`config.mk`:
```
export PLATFORM = sky130hd
export DESIGN_NAME = fetch_pc
export DESIGN_NICKNAME = d
export VERILOG_FILES = /design/src/rtl/fetch_pc.sv
export SDC_FILE = /design/constraint.sdc
export NUM_CORES = 1
export LEC_CHECK = 0
export ABC_AREA = 0
export CAP_MARGIN = 30
export CORE_AREA = 2 2 170 172
export CTS_BUF_LIST = sky130_fd_sc_hd__clkbuf_2
export DETAILED_ROUTE_END_ITERATION = 8
export DIE_AREA = 0 0 172 174
export GPL_TIMING_DRIVEN = 0
export PLACE_DENSITY = 0.46
export SYNTH_ARGS = -nofsm -noshare
export SYNTH_HDL_FRONTEND = slang
export SYNTH_SLANG_ARGS = --single-unit
export TNS_END_PERCENT = 10
```
`constraint.sdc`:
```
create_clock -name clk -period 11.3 [get_ports clk]
set_input_delay 2.825 -clock clk [delete_from_list [all_inputs] [get_ports clk]]
set_output_delay 2.825 -clock clk [all_outputs]
set_load 0.03 [all_outputs]
```
`src/rtl/fetch_pc.sv`:
```
// Fetch-stage program counter: next-PC selection, F/D PC pipeline register,
// delay-slot tracking and a one-cycle redirect bubble after exceptions/eret.
module fetch_pc (
  input  logic        clk,
  input  logic        reset,
  input  logic        stall,
  input  logic        cmp,
  input  logic        branch,
  input  logic        jump_imm,
  input  logic        jump_reg,
  input  logic [15:0] imm16,
  input  logic [25:0] index26,
  input  logic [31:0] rs_data,
  input  logic        exc_req,
  input  logic        eret,
  input  logic [31:0] epc,
  output logic [31:0] pc_f,
  output logic [31:0] pc_d,
  output logic [31:0] pc8_d,
  output logic        bd_f,
  output logic        adel_f,
  output logic        flush_f
);

  localparam logic [31:0] RESET_PC = 32'h0000_3000;
  localparam logic [31:0] EXC_PC   = 32'h0000_4180;
  localparam logic [31:0] TEXT_LO  = 32'h0000_3000;
  localparam logic [31:0] TEXT_HI  = 32'h0000_4FFC;

  typedef enum logic {
    RUN   = 1'b0,
    REDIR = 1'b1
  } state_t;

  state_t      state, state_next;
  logic [31:0] pc_f_next, pc_d_next;
  logic        bd_next;
  logic [31:0] pc_d_plus4, seq_pc, btarget, jtarget;
  logic        redirect;

  assign pc_d_plus4 = pc_d + 32'd4;
  assign seq_pc     = pc_f + 32'd4;
  assign btarget    = pc_d_plus4 + {{14{imm16[15]}}, imm16, 2'b00};
  assign jtarget    = {pc_d_plus4[31:28], index26, 2'b00};
  assign redirect   = exc_req | eret;

  always_ff @(posedge clk) begin
    if (reset) begin
      state <= RUN;
      pc_f  <= RESET_PC;
      pc_d  <= 32'h0;
      bd_f  <= 1'b0;
    end else begin
      state <= state_next;
      pc_f  <= pc_f_next;
      pc_d  <= pc_d_next;
      bd_f  <= bd_next;
    end
  end

  // Redirects beat stall; in REDIR the fetched word is a bubble, so control
  // inputs from D are ignored and the bubble never counts as a delay slot.
  always_comb begin
    state_next = RUN;
    pc_f_next  = pc_f;
    pc_d_next  = pc_d;
    bd_next    = bd_f;
    if (redirect) begin
      state_next = REDIR;
      pc_f_next  = exc_req ? EXC_PC : epc;
      bd_next    = 1'b0;
    end else if (stall) begin
      state_next = RUN;
    end else if (state == REDIR) begin
      pc_f_next = seq_pc;
      pc_d_next = pc_f;
      bd_next   = 1'b0;
    end else begin
      pc_d_next = pc_f;
      bd_next   = branch | jump_imm | jump_reg;
      if (jump_reg)             pc_f_next = rs_data;
      else if (jump_imm)        pc_f_next = jtarget;
      else if (branch && cmp)   pc_f_next = btarget;
      else                      pc_f_next = seq_pc;
    end
  end

  assign flush_f = (state == REDIR);
  assign pc8_d   = pc_d + 32'd8;
  assign adel_f  = (state == RUN) &&
                   ((pc_f[1:0] != 2'b00) || (pc_f < TEXT_LO) || (pc_f > TEXT_HI));

endmodule

```
==> impl_metrics.json <==
{
  "dp_hpwl_um": 29000,
  "fillerInstances": 3152,
  "area_growth_pct": 39.0,
  "first_pass_iters": 6,
  "leakage_uw": 0.00350,
  "crit_type": "flop to primary output",
  "nets": 1357,
  "drv_slew": 0,
  "grt_max_degree": 19,
  "die_w_um": 172,
  "r2r_cells": 17,
  "powerDensity_nw_per_um2": 70.1,
  "start_util": 0.247,
  "period_minus_slack_ps": 6880,
  "wl_per_cell_um": 22.7,
  "hp-start": "pc_f[0]$_SDFFE_PP0P_",
  "pre_cts_slack_ps": 4940,
  "routed-via-count": 8632,
  "setup_ws_ps": 4420,
  "synthCells": 985,
  "synth-main-ff-cell": "dfxtp_1",
  "syn_nets": 1137,
  "syn-cell-area_um2": 6970,
  "place_area_um2": 9540,
  "clk_latency_ps": 660,
  "ff_latch_area_um2": 1320,
  "crit_start": "pc_d[9]$_SDFFE_PP0P_",
  "status": "complete, no violations",
  "cts_setup_buffers": 0,
  "reg2reg_slack_ps": 6620,
  "first_global_vias": 8217,
  "place_congestion": 0.892,
  "antenna_cells": 0,
  "drc_errors": 0,
  "rsz0062_at_grt": "no",
  "drv_cap": 0,
  "synth_warnings": 0,
  "core_area_um2": 28200,
  "cts_tree": "built",
  "holdPathEnd": "pc_d[0]$_SDFFE_PP0P_",
  "multi_input_area_um2": 5220,
  "first_iter_violations": 752,
  "grt.total_usage": 0.237,
  "drive_above_1_share": 0.0496,
  "dpl.cell_count": 1578,
  "route.antenna.remaining_nets": 0,
  "slew_headroom": 0.301,
  "path_max_fanout": 6,
  "final_area_um2": 9680,
  "numCtsBuffers": 9,
  "hold_violations": 0,
  "synth-async-reset-ratio": 0,
  "ir_worst_vdd_uv": 40.1,
  "die_y_um": 174,
  "cp_slowest_cell": "nor3_1",
  "grt_pass1_wl_um": 52500,
  "clock-sinks": 66,
  "crit_chain": "clkbuf_1 > nand4_1 > nor3_1 > nand4_1 > nor3_1 > xor2_1 > clkdlybuf4s50_1",
  "ys_seq_elements": 66,
  "ios": 214,
  "fin_crit_sh": 0.609,
  "cts_buffer_depth": 2,
  "r2r-start": "pc_d[4]$_SDFFE_PP0P_",
  "cp.required_ps": 8480,
  "vias_per_cell": 5.42,
  "cts_root_buffer": "clkbuf_2",
  "r2r_end": "pc_f[30]$_SDFFE_PP0P_",
  "hp-class": "flop to flop",
  "critPathArrivalTime_ps": 4050,
  "fin_cells": 1594,
  "total_power_uw": 679,
  "synth_edf_count": 0,
  "wirelength_um": 36300,
  "syn_avg_cell_area_um2": 7.07,
  "start_kind": "flop",
  "critPathCaptureType": "primary output",
  "setup_viol": 0,
  "post_cts_resized": 0,
  "htree_num_levels": 3,
  "hold_buffers": 0,
  "dieArea_um2": 29900,
  "seq_area_frac_synth": 0.190,
  "worstMarginPinSlew_ps": 1040,
  "grt_overflow": 0,
  "max_freq_mhz": 145,
  "io_buffers": 209,
  "min_delay_path_depth": 2,
  "row_count": 62,
  "antenna_found_initial": 1,
  "synth_cell_types": 82,
  "fin_setup_tns_ps": 0,
  "clk_pin_slew_ps": 260,
  "max_stage_delay_ps": 820,
  "skew_ps": 35.3
}
## final cells by class
cell class / count / area share
Buffer: 76 / 0.0368
Clock buffer: 9 / 0.00465
Clock inverter: 7 / 0.0105
Inverter: 17 / 0.00659
Multi-Input combinational cell: 826 / 0.539
Sequential cell: 66 / 0.136
Tap cell: 384 / 0.0496
Timing Repair Buffer: 209 / 0.216
## stage by stage
stage	hold slack, ps	utilization
3_5_place_dp	495	0.338
5_1_grt	548	0.343
3_3_place_gp	497	0.338
4_1_cts	523	0.343
2_1_floorplan	600	-
6_report	526	0.343
## per-layer routing
layer	track usage	share of wire	vias up
li1	-	-	4063
met1	0.330	0.45	4113
met2	0.370	0.44	409
met3	0.0453	0.084	45
met4	0.0672	0.024	2
met5	0	0.00036	-
## cell usage in the layout (no fill, tap or decap), types with 15 or more instances in the layout
master and instances:
clkdlybuf4s50_1 209, nand2_1 152, a21oi_1 91, nor2_1 81
dfxtp_1 66, xnor2_1 51, clkbuf_1 49, o21ai_0 46
xor2_1 44, nand3_1 41, ha_1 36, nor3_1 21
nand4_1 20, a31oi_1 20, inv_1 17, a211oi_1 15
## state kept, by name, summed over array words and instances (netlist names)
signal / flops
pc_f: 32
bd_f: 1
flush_f: 1
pc_d: 32
## cell usage after synthesis (11+ instances only)
cell type / number / area [um2]
nand3_1: 41 / 205
a22oi_1: 13 / 97.6
a31oi_1: 20 / 125
a21o_1: 14 / 105
buf_2: 11 / 55.1
a211oi_1: 15 / 113
xnor2_1: 51 / 447
dfxtp_1: 66 / 1320
nor3_1: 21 / 105
ha_1: 36 / 450
o21ai_0: 46 / 230
a21oi_1: 91 / 455
nand2_1: 152 / 571
xor2_1: 44 / 385
nor2_1: 81 / 304
inv_1: 17 / 63.8
clkbuf_1: 49 / 184
nand4_1: 20 / 125
## worst max-delay path by stage
stage                             to  slack (ps)  depth (start not counted)
6_report                   pc8_d[26]        4420                          7
5_1_grt                    pc8_d[26]        4130                          7
4_1_cts                    pc8_d[26]        4360                          7
3_5_place_dp   pc_f[30]$_SDFFE_PP0P_        4940                         11
3_3_place_gp   pc_f[30]$_SDFFE_PP0P_        4930                         11
2_1_floorplan              pc8_d[31]        5920                          8
## cell families after synthesis
family          share of synthesized area
simple gates                        0.271
fa+ha+maj                          0.0675
mux                               0.00144
buf+inv                            0.0604
xor+xnor                            0.119
flops                               0.190
compound gates                      0.290
## worst max-delay path: cells and delay by family (launching register included)
kind	cells	cell delay, ps
flops	1	400
buf+inv	2	1010
simple gates	4	1830
xor+xnor	1	160
## power breakdown
group | switching [uW] | internal, uW | total (uW)
Sequential | 15.1 | 241 | 256
Clock | 121 | 74.4 | 195
Combinational | 132 | 95.3 | 228
Total | 268 | 411 | 679
(Power assumes the default switching activity.)
